## src/rtl/fetch_responder_if.sv

```systemverilog
// Instruction-fetch bundle between the control unit, the fetch responder and program memory.
// The slave modport is the responder's view; master is the control-unit / memory side.
interface fetch_responder_if #(
  parameter int ADDR_WIDTH = 8,
  parameter int DATA_WIDTH = 8
);
  logic                  fetch_req;
  logic                  fetch_kind;
  logic                  jump_en;
  logic [ADDR_WIDTH-1:0] jump_addr;
  logic                  halt;
  logic [ADDR_WIDTH-1:0] mem_addr;
  logic                  mem_rd;
  logic [DATA_WIDTH-1:0] mem_rdata;
  logic [ADDR_WIDTH-1:0] pc;
  logic [DATA_WIDTH-1:0] instruction;
  logic [DATA_WIDTH-1:0] operand;
  logic                  fetch_done;
  logic                  busy;
  logic                  halted;

  modport slave (
    input  fetch_req, fetch_kind, jump_en, jump_addr, halt, mem_rdata,
    output mem_addr, mem_rd, pc, instruction, operand, fetch_done, busy, halted
  );

  modport master (
    output fetch_req, fetch_kind, jump_en, jump_addr, halt, mem_rdata,
    input  mem_addr, mem_rd, pc, instruction, operand, fetch_done, busy, halted
  );
endinterface

```

## src/rtl/fetch_responder.sv

```systemverilog
// Fetch responder: owns the PC, issues program-memory reads with a fixed wait,
// returns opcode/operand bytes, applies jumps in IDLE and latches halt.
module fetch_responder #(
  parameter int ADDR_WIDTH  = 8,
  parameter int DATA_WIDTH  = 8,
  parameter int WAIT_CYCLES = 1,
  parameter int RESET_PC    = 0
) (
  input  logic            clk,
  input  logic            reset,
  fetch_responder_if.slave bus
);

  typedef enum logic [2:0] {
    IDLE   = 3'd0,
    ADDR   = 3'd1,
    WAIT   = 3'd2,
    DONE   = 3'd3,
    HALTED = 3'd4
  } state_t;

  // Counter only ever holds WAIT_CYCLES-1, so size it for that.
  localparam int CW = (WAIT_CYCLES > 2) ? $clog2(WAIT_CYCLES) : 1;
  localparam logic [CW-1:0]         WAIT_LOAD = CW'((WAIT_CYCLES > 0) ? WAIT_CYCLES - 1 : 0);
  localparam logic [ADDR_WIDTH-1:0] PC_INIT   = ADDR_WIDTH'(RESET_PC);

  state_t                state_reg, state_next;
  logic [ADDR_WIDTH-1:0] pc_reg, pc_next;
  logic [DATA_WIDTH-1:0] instr_reg, instr_next;
  logic [DATA_WIDTH-1:0] operand_reg, operand_next;
  logic [ADDR_WIDTH-1:0] mem_addr_reg, mem_addr_next;
  logic                  mem_rd_reg, mem_rd_next;
  logic                  fetch_done_reg, fetch_done_next;
  logic                  kind_reg, kind_next;
  logic [CW-1:0]         cnt_reg, cnt_next;
  logic                  halt_pend_reg, halt_pend_next;
  logic                  capture;

  always_ff @(posedge clk or posedge reset) begin
    if (reset) begin
      state_reg      <= IDLE;
      pc_reg         <= PC_INIT;
      instr_reg      <= '0;
      operand_reg    <= '0;
      mem_addr_reg   <= '0;
      mem_rd_reg     <= 1'b0;
      fetch_done_reg <= 1'b0;
      kind_reg       <= 1'b0;
      cnt_reg        <= '0;
      halt_pend_reg  <= 1'b0;
    end else begin
      state_reg      <= state_next;
      pc_reg         <= pc_next;
      instr_reg      <= instr_next;
      operand_reg    <= operand_next;
      mem_addr_reg   <= mem_addr_next;
      mem_rd_reg     <= mem_rd_next;
      fetch_done_reg <= fetch_done_next;
      kind_reg       <= kind_next;
      cnt_reg        <= cnt_next;
      halt_pend_reg  <= halt_pend_next;
    end
  end

  always_comb begin
    state_next      = state_reg;
    pc_next         = pc_reg;
    instr_next      = instr_reg;
    operand_next    = operand_reg;
    mem_addr_next   = mem_addr_reg;
    mem_rd_next     = mem_rd_reg;
    fetch_done_next = 1'b0;
    kind_next       = kind_reg;
    cnt_next        = cnt_reg;
    halt_pend_next  = halt_pend_reg;
    capture         = 1'b0;

    case (state_reg)
      IDLE: begin
        if (bus.halt) begin
          state_next = HALTED;
        end else if (bus.jump_en) begin
          // A simultaneous fetch_req is left for the next IDLE cycle.
          pc_next = bus.jump_addr;
        end else if (bus.fetch_req) begin
          kind_next     = bus.fetch_kind;
          mem_addr_next = pc_reg;
          mem_rd_next   = 1'b1;
          state_next    = ADDR;
        end
      end
      ADDR: begin
        if (bus.halt) halt_pend_next = 1'b1;
        if (WAIT_CYCLES == 0) begin
          capture = 1'b1;
        end else begin
          cnt_next   = WAIT_LOAD;
          state_next = WAIT;
        end
      end
      WAIT: begin
        if (bus.halt) halt_pend_next = 1'b1;
        if (cnt_reg == '0) begin
          capture = 1'b1;
        end else begin
          cnt_next = cnt_reg - 1'b1;
        end
      end
      DONE: begin
        if (halt_pend_reg || bus.halt) begin
          halt_pend_next = 1'b0;
          state_next     = HALTED;
        end else begin
          state_next = IDLE;
        end
      end
      HALTED: begin
        state_next = HALTED;
      end
      default: begin
        state_next = IDLE;
      end
    endcase

    if (capture) begin
      if (kind_reg) operand_next = bus.mem_rdata;
      else          instr_next   = bus.mem_rdata;
      pc_next         = pc_reg + 1'b1;
      mem_rd_next     = 1'b0;
      fetch_done_next = 1'b1;
      state_next      = DONE;
    end
  end

  assign bus.pc          = pc_reg;
  assign bus.instruction = instr_reg;
  assign bus.operand     = operand_reg;
  assign bus.mem_addr    = mem_addr_reg;
  assign bus.mem_rd      = mem_rd_reg;
  assign bus.fetch_done  = fetch_done_reg;
  assign bus.busy        = (state_reg != IDLE) && (state_reg != HALTED);
  assign bus.halted      = (state_reg == HALTED);

endmodule
```

## src/flat_wrapper.sv

```systemverilog
// flat-port wrapper written by rule: the top's interface ports become plain ports
module fetch_responder_flat 
#(
  parameter int ADDR_WIDTH  = 8,
  parameter int DATA_WIDTH  = 8,
  parameter int WAIT_CYCLES = 1,
  parameter int RESET_PC    = 0
)
  (clk, reset, bus_fetch_req, bus_fetch_kind, bus_jump_en, bus_jump_addr, bus_halt, bus_mem_rdata, bus_mem_addr, bus_mem_rd, bus_pc, bus_instruction, bus_operand, bus_fetch_done, bus_busy, bus_halted);
  fetch_responder_if #(.ADDR_WIDTH(ADDR_WIDTH), .DATA_WIDTH(DATA_WIDTH)) bus_i ();
  input  logic clk;
  input  logic reset;
  input wire logic [$bits(bus_i.fetch_req)-1:0] bus_fetch_req;
  input wire logic [$bits(bus_i.fetch_kind)-1:0] bus_fetch_kind;
  input wire logic [$bits(bus_i.jump_en)-1:0] bus_jump_en;
  input wire logic [$bits(bus_i.jump_addr)-1:0] bus_jump_addr;
  input wire logic [$bits(bus_i.halt)-1:0] bus_halt;
  input wire logic [$bits(bus_i.mem_rdata)-1:0] bus_mem_rdata;
  output wire logic [$bits(bus_i.mem_addr)-1:0] bus_mem_addr;
  output wire logic [$bits(bus_i.mem_rd)-1:0] bus_mem_rd;
  output wire logic [$bits(bus_i.pc)-1:0] bus_pc;
  output wire logic [$bits(bus_i.instruction)-1:0] bus_instruction;
  output wire logic [$bits(bus_i.operand)-1:0] bus_operand;
  output wire logic [$bits(bus_i.fetch_done)-1:0] bus_fetch_done;
  output wire logic [$bits(bus_i.busy)-1:0] bus_busy;
  output wire logic [$bits(bus_i.halted)-1:0] bus_halted;
  assign bus_i.fetch_req = bus_fetch_req;
  assign bus_i.fetch_kind = bus_fetch_kind;
  assign bus_i.jump_en = bus_jump_en;
  assign bus_i.jump_addr = bus_jump_addr;
  assign bus_i.halt = bus_halt;
  assign bus_i.mem_rdata = bus_mem_rdata;
  assign bus_mem_addr = bus_i.mem_addr;
  assign bus_mem_rd = bus_i.mem_rd;
  assign bus_pc = bus_i.pc;
  assign bus_instruction = bus_i.instruction;
  assign bus_operand = bus_i.operand;
  assign bus_fetch_done = bus_i.fetch_done;
  assign bus_busy = bus_i.busy;
  assign bus_halted = bus_i.halted;
  fetch_responder #(.ADDR_WIDTH(ADDR_WIDTH), .DATA_WIDTH(DATA_WIDTH), .WAIT_CYCLES(WAIT_CYCLES), .RESET_PC(RESET_PC)) u_core (.clk(clk), .reset(reset), .bus(bus_i));
endmodule
```

## config.mk

```make
export PLATFORM = sky130hd
export DESIGN_NAME = fetch_responder_flat
export DESIGN_NICKNAME = d
export VERILOG_FILES = /design/src/rtl/fetch_responder_if.sv /design/src/rtl/fetch_responder.sv /design/src/flat_wrapper.sv
export SDC_FILE = /design/constraint.sdc
export NUM_CORES = 1
export LEC_CHECK = 0
export CAP_MARGIN = 20
export CORE_MARGIN = 4
export CORE_UTILIZATION = 40
export CTS_BUF_LIST = sky130_fd_sc_hd__clkbuf_4 sky130_fd_sc_hd__clkbuf_8 sky130_fd_sc_hd__clkbuf_16
export CTS_CLUSTER_DIAMETER = 200
export CTS_CLUSTER_SIZE = 8
export DETAILED_ROUTE_END_ITERATION = 12
export GPL_TIMING_DRIVEN = 0
export HOLD_SLACK_MARGIN = 0.05
export PLACE_DENSITY = 0.75
export SLEW_MARGIN = 0
export SYNTH_ARGS = -nofsm -noshare
export SYNTH_HDL_FRONTEND = slang
export SYNTH_SLANG_ARGS = --single-unit
```

## constraint.sdc

```tcl
create_clock -name clk -period 1.6 [get_ports clk]
set_input_delay 0.32 -clock clk [delete_from_list [all_inputs] [get_ports clk]]
set_output_delay 0.32 -clock clk [all_outputs]
set_load 0.01 [all_outputs]
```

==> results.sh, run 1 <==
export IMPL_cp_end_kind="register"
export IMPL_min_path_cells=3
export IMPL_rr_worst_depth=5
export IMPL_p_leak_nw=1.20
export IMPL_synth_area_leader_cell="dfrtp_1"
export IMPL_cts_num_sinks=39
export IMPL_grt_usage=0.163
export IMPL_die_h_um=72.7
export IMPL_ios=58
export IMPL_fin_nets=233
export IMPL_fin_crit_sh=1.04
export IMPL_start_kind="register"
export IMPL_fin_worst_skew_ps=7.28
export IMPL_ctsHoldBuffers=0
export IMPL_r2r_start="u_core.state_reg[0]"
export IMPL_io_buffers=57
export IMPL_max_cap_violations=0
export IMPL_avgRoutedWirePerCell_um=15.6
export IMPL_layout_commonest_cell="clkdlybuf4s50_1"
export IMPL_outcome="finished with violations"
export IMPL_final_setup_worst_slack_ps=-61.1
export IMPL_synth_seq_cells=39
export IMPL_synth_area_mm2=0.00167
export IMPL_vias_per_cell=5.12
export IMPL_rsz0062_at_grt="true"
export IMPL_p_seq_frac=0.520
export IMPL_syn_inst=132
export IMPL_grt_pass1_vias=1352
export IMPL_antenna_found_initial=0
export IMPL_p_clk_frac=0.324
export IMPL_holdWs_ps=470
export IMPL_syn_to_final_growth_pct=55.3
export IMPL_htreeDepth=2
export IMPL_firstDrtPassIters=4
export IMPL_ant_nets=0
export IMPL_tightest_slew_ps=798
export IMPL_synth_nets=155
export IMPL_hp_class="in2reg"
export IMPL_stdcell_count=261
export IMPL_ir_drop_v=0.000341
export IMPL_synth_cell_types=37
export IMPL_critical_path_arrival_ps=1840
export IMPL_nFillCells=314
export IMPL_power_switching_uw=497
export IMPL_fmax_mhz=602
export IMPL_gp_congestion=0.813
export IMPL_cts_buffers=5
export IMPL_cp_required_ps=1780
export IMPL_critPathKind="reg2reg"
export IMPL_cts_root_buf="clkbuf_8"
export IMPL_slew_headroom=0.467
export IMPL_p_comb_frac=0.157
export IMPL_clk_latency_ps=290
export IMPL_drive_above_1_share=0.355
export IMPL_drc=0
export IMPL_hp_start="bus_halt"
export IMPL_hpwl_um=2810
export IMPL_dpl_instance_area_mm2=0.00232
export IMPL_antenna_cells=0
export IMPL_grt_pass1_wl_um=6670
export IMPL_yosys_area_top_type_share=0.583
export IMPL_yosysSeqAreaShare=0.583
export IMPL_core_area_mm2=0.00403
export IMPL_power_total_mw=2.05
export IMPL_setup_viol_count_final=12
export IMPL_yosysWarnings=0
export IMPL_min_period_ps=1660
export IMPL_path_clk_slew_ps=70
export IMPL_start_util=0.416
export IMPL_hold_violations=0
export IMPL_cp_max_fo=8
export IMPL_synthTopCellsByArea="dfrtp_1, mux2_2, nor2_1, o221a_2, nand2_1"
export IMPL_grt_overflow=0
export IMPL_grt_max_degree=40
export IMPL_p_int_mw=1.56
export IMPL_placed_cells=239
export IMPL_die_x_um=72.7
export IMPL_totalWireLength_um=4070
export IMPL_violations="negative setup slack"
export IMPL_switching_share=0.242
export IMPL_drt_iter0_drc=23
export IMPL_drv_slew=0
export IMPL_cts_tree="yes"
export IMPL_tns_ps=-466
export IMPL_crit_start="u_core.state_reg[0]"
export IMPL_power_density_mw_per_mm2=790
export IMPL_syn_mean_instance_area_um2=12.7
export IMPL_num_rows=23
export IMPL_cts_buffer_depth=2
export IMPL_vias=1337
export IMPL_final_cell_mix="clkdlybuf4s50_1, dfrtp_1, buf_4, mux2_2, nor2_1"
export IMPL_die_area_mm2=0.00528
export IMPL_post_route_util=0.645
export IMPL_fin_area_mm2=0.00260
export IMPL_pre_cts_slack_ps=-428
-- power by group through the flow --
stage	Sequential [mW]	Combinational [mW]	Clock, mW
6_report	1.07	0.322	0.665
5_1_grt	1.07	0.348	0.730
4_1_cts	1.07	0.307	0.687
3_5_place_dp	1.10	0.271	0
3_3_place_gp	1.10	0.265	0
2_1_floorplan	1.11	0.0873	0
-- cells in the mapped netlist --
cell,instances
a21oi_1,5
mux2i_1,1
or3b_1,1
nand3_1,3
buf_2,2
and2_1,1
mux2_2,24
nor2b_1,1
and4_1,1
o21a_1,1
nor3b_1,1
ha_1,1
nor2_1,11
or2_2,1
or3_1,1
nand2_1,7
xnor2_1,1
a31oi_1,2
nand3b_1,1
buf_4,1
o21ba_2,1
o21ai_0,3
o22ai_1,1
o221ai_1,1
nor4b_2,1
a21oi_2,1
dfrtp_1,39
o211ai_1,1
and3_1,1
inv_1,4
nand4_1,3
o31ai_1,1
nor2_2,2
o221a_2,3
buf_6,1
a211o_1,1
clkinv_4,1
-- layout make-up --
| type | instances | area (um^2) | share of cell area |
|---|---|---|---|
| Tap cell | 50 | 62.6 | 0.0241 |
| Buffer | 3 | 26.3 | 0.0101 |
| Multi-Input combinational cell | 84 | 721 | 0.277 |
| Sequential cell | 39 | 985 | 0.379 |
| Clock buffer | 7 | 83.8 | 0.0322 |
| Timing Repair Buffer | 72 | 693 | 0.267 |
| Clock inverter | 1 | 5.00 | 0.00192 |
| Inverter | 5 | 23.8 | 0.00914 |
-- kinds of logic after synthesis --
kind of cell / count (synthesis) / synth area share
AO/OA/AOI/OAI: 21 / 0.0904
XOR/XNOR: 1 / 0.00523
adder cells (fa/ha/maj): 1 / 0.00747
buffers and inverters: 9 / 0.0314
flip-flops: 39 / 0.583
multiplexers: 25 / 0.167
AND/OR/NAND/NOR: 36 / 0.115
-- worst max-delay path, stage by stage, from the launching register on --
cell and delay (ps):
dfrtp_2 430, or3b_1 370, buf_6 140, clkinv_4 40, and2_4 220, mux2_2 350
-- repair_timing --
| item | 4_1_cts | 5_1_grt |
|---|---|---|
| setup buffers | 11 | 4 |
| endpoints found under the setup margin | 36 | 34 |
| gates resized for setup | 29 | 9 |
| endpoints found under the hold margin | 0 | 0 |
| pin swaps | 3 | 2 |
-- worst paths after layout --
check                                             to  slack, ps
setup / recovery               u_core.bus.operand[4]        -60
hold / removal                   u_core.state_reg[2]        470
setup reg to reg               u_core.bus.operand[4]        -60
hold reg to reg               u_core.bus.mem_addr[0]        510
max in group asynchronous           u_core.bus.pc[0]        540
min in group asynchronous  u_core.bus.instruction[1]        490
-- layer usage --
| layer | track usage | up-vias | routed length, um |
|---|---|---|---|
| met1 | 0.197 | 657 | 1740 |
| met3 | 0.0468 | 7 | 227 |
| li1 | - | 631 | - |
| met4 | 0.0533 | 0 | 61 |
| met5 | 0 | - | 0 |
| met2 | 0.281 | 42 | 2050 |
Power figures use the tool's default switching activity.
==> inputs of run 2 (changes only) <==
Settings changed: TNS_END_PERCENT set to 10.
==> results.sh, run 2 (synthesis results as in run 1) <==
export IMPL_ff_latch_area_um2=985
export IMPL_gp_congestion=0.785
export IMPL_start_util=0.416
export IMPL_ctsHoldBuffers=0
export IMPL_layout_commonest_cell="clkdlybuf4s50_1"
export IMPL_htreeDepth=2
export IMPL_slew_headroom=0.474
export IMPL_fin_crit_sh=1.01
export IMPL_max_cap_violations=0
export IMPL_fin_nets=229
export IMPL_antenna_found_initial=0
export IMPL_start_kind="register"
export IMPL_critPathTopFamily="simple AND/OR/NAND/NOR gates"
export IMPL_path_cells="or3b_4 > clkinv_4 > and2_4 > mux2_4"
export IMPL_violations="negative setup slack"
export IMPL_die_h_um=72.7
export IMPL_grt_pass1_vias=1349
export IMPL_firstDrtPassIters=4
export IMPL_cts_buffer_depth=2
export IMPL_post_route_util=0.642
export IMPL_fmax_mhz=616
export IMPL_grt_max_degree=40
export IMPL_nFillCells=309
export IMPL_grt_pass1_wl_um=6470
export IMPL_io_buffers=57
export IMPL_ir_drop_v=0.000413
export IMPL_hpwl_um=2690
export IMPL_min_period_ps=1620
export IMPL_p_leak_nw=1.21
export IMPL_syn_to_final_growth_pct=54.4
export IMPL_drive_above_1_share=0.348
export IMPL_drv_slew=0
export IMPL_cp_buffers_inverters=1
export IMPL_p_comb_frac=0.121
export IMPL_critPathMaxStageDelay_ps=430
export IMPL_cts_num_sinks=39
export IMPL_outcome="finished with violations"
export IMPL_clk_latency_ps=280
export IMPL_vias=1326
export IMPL_cts_buffers=5
export IMPL_antenna_cells=0
export IMPL_cp_max_fo=8
export IMPL_rsz0062_at_grt="true"
export IMPL_die_area_mm2=0.00528
export IMPL_fin_worst_skew_ps=8.05
export IMPL_multiInputGateArea_um2=721
export IMPL_path_clk_slew_ps=70
export IMPL_core_area_mm2=0.00403
export IMPL_p_clk_frac=0.380
export IMPL_hp_class="in2reg"
export IMPL_p_seq_frac=0.499
export IMPL_power_switching_uw=483
export IMPL_slowest_stage="dfrtp_2"
export IMPL_cts_tree="yes"
export IMPL_ios=58
export IMPL_vias_per_cell=5.16
export IMPL_grt_usage=0.159
export IMPL_power_total_mw=2.17
export IMPL_num_rows=23
export IMPL_switching_share=0.222
export IMPL_critical_path_arrival_ps=1780
export IMPL_ant_nets=0
export IMPL_power_density_mw_per_mm2=840
export IMPL_final_cell_mix="clkdlybuf4s50_1, dfrtp_1, mux2_2, buf_4, nor2_1"
export IMPL_totalWireLength_um=3950
export IMPL_avgRoutedWirePerCell_um=15.4
export IMPL_drc=0
export IMPL_cts_root_buf="clkbuf_8"
export IMPL_p_int_mw=1.69
export IMPL_cp_required_ps=1760
export IMPL_critPathKind="reg2reg"
export IMPL_drt_iter0_drc=50
export IMPL_setup_viol_count_final=9
export IMPL_hold_violations=0
export IMPL_final_setup_worst_slack_ps=-23.1
export IMPL_cp_end_kind="register"
export IMPL_die_x_um=72.7
export IMPL_grt_overflow=0
export IMPL_tightest_slew_ps=788
run 2: changes by cell type in the layout (fill, tap and decap cells not counted), moves of 3 or more:
cell / previous run / this run
clkdlybuf4s50_1: 52 / 47
buf_4: 15 / 12
clkbuf_4: 3 / 0
dlygate4sd2_1: 0 / 3
run 2: final timing paths:
kind	start	endpoint	slack, ps	cells past startpoint
max	u_core.state_reg[0]	u_core.bus.operand[3]	-20	4
min	bus_halt	u_core.state_reg[2]	460	3
max reg2reg	u_core.state_reg[0]	u_core.bus.operand[3]	-20	4
min reg2reg	u_core.bus.mem_addr[4]	u_core.bus.mem_addr[4]	500	2
max in group asynchronous	reset	u_core.state_reg[1]	540	2
min in group asynchronous	reset	u_core.bus.mem_addr[2]	500	2
run 2: routing by layer:
| layer | track usage | wire length, um | vias up | part of all wire |
|---|---|---|---|---|
| met5 | 0 | 0 | - | 0 |
| met4 | 0.0553 | 61 | 0 | 0.015 |
| met3 | 0.0413 | 234 | 5 | 0.059 |
| met2 | 0.254 | 1890 | 45 | 0.48 |
| met1 | 0.210 | 1760 | 654 | 0.45 |
| li1 | - | - | 622 | - |
run 2: tightest hold or removal path, delay by kind of cell:
| family | cells | cell delay, ps |
|---|---|---|
| buf+inv | 1 | 200 |
| simple gates | 1 | 120 |
| compound gates | 1 | 70 |
run 2: cell type report:
type,count,area share
Sequential cell,39,0.381
Multi-Input combinational cell,84,0.279
Timing Repair Buffer,69,0.258
Clock buffer,6,0.0319
Tap cell,50,0.0242
Clock inverter,2,0.0136
Inverter,5,0.00920
Buffer,2,0.00387
run 2: repair_timing:
item / in CTS / in global routing
setup buffers: 8 / 4
pin swaps: 2 / 6
gates resized for setup: 28 / 12
gates cloned: 0 / 0
endpoints found under the setup margin: 36 / 37
run 2: per-stage QoR:
step | hold WS (ps) | cell area, um^2 | instances | setup WS, ps | setup TNS (ps)
after global placement | 467 | 2320 | 239 | -387 | -21530
after CTS | 500 | 2540 | 254 | -92.0 | -1720
after floorplan | 471 | 1680 | 132 | -85.3 | -690
after global routing | 483 | 2580 | 257 | -96.5 | -1260
after detailed placement | 483 | 2320 | 239 | -430 | -8600
final | 464 | 2580 | 257 | -23.1 | -111
run 2: power by group through the flow:
stage               combinational (mW)  sequential (mW)  clock [mW]
CTS                              0.268             1.08       0.847
global placement                 0.265             1.10           0
global route                     0.289             1.09       0.900
floorplan                       0.0873             1.11           0
finish                           0.263             1.08       0.825
detailed placement               0.269             1.10           0
==> inputs of run 3 (changes only) <==
Settings changed: GPL_ROUTABILITY_DRIVEN set to 0.
==> results of run 3 <==
The final DEF is identical to that of run 2; final timing and power are the same.
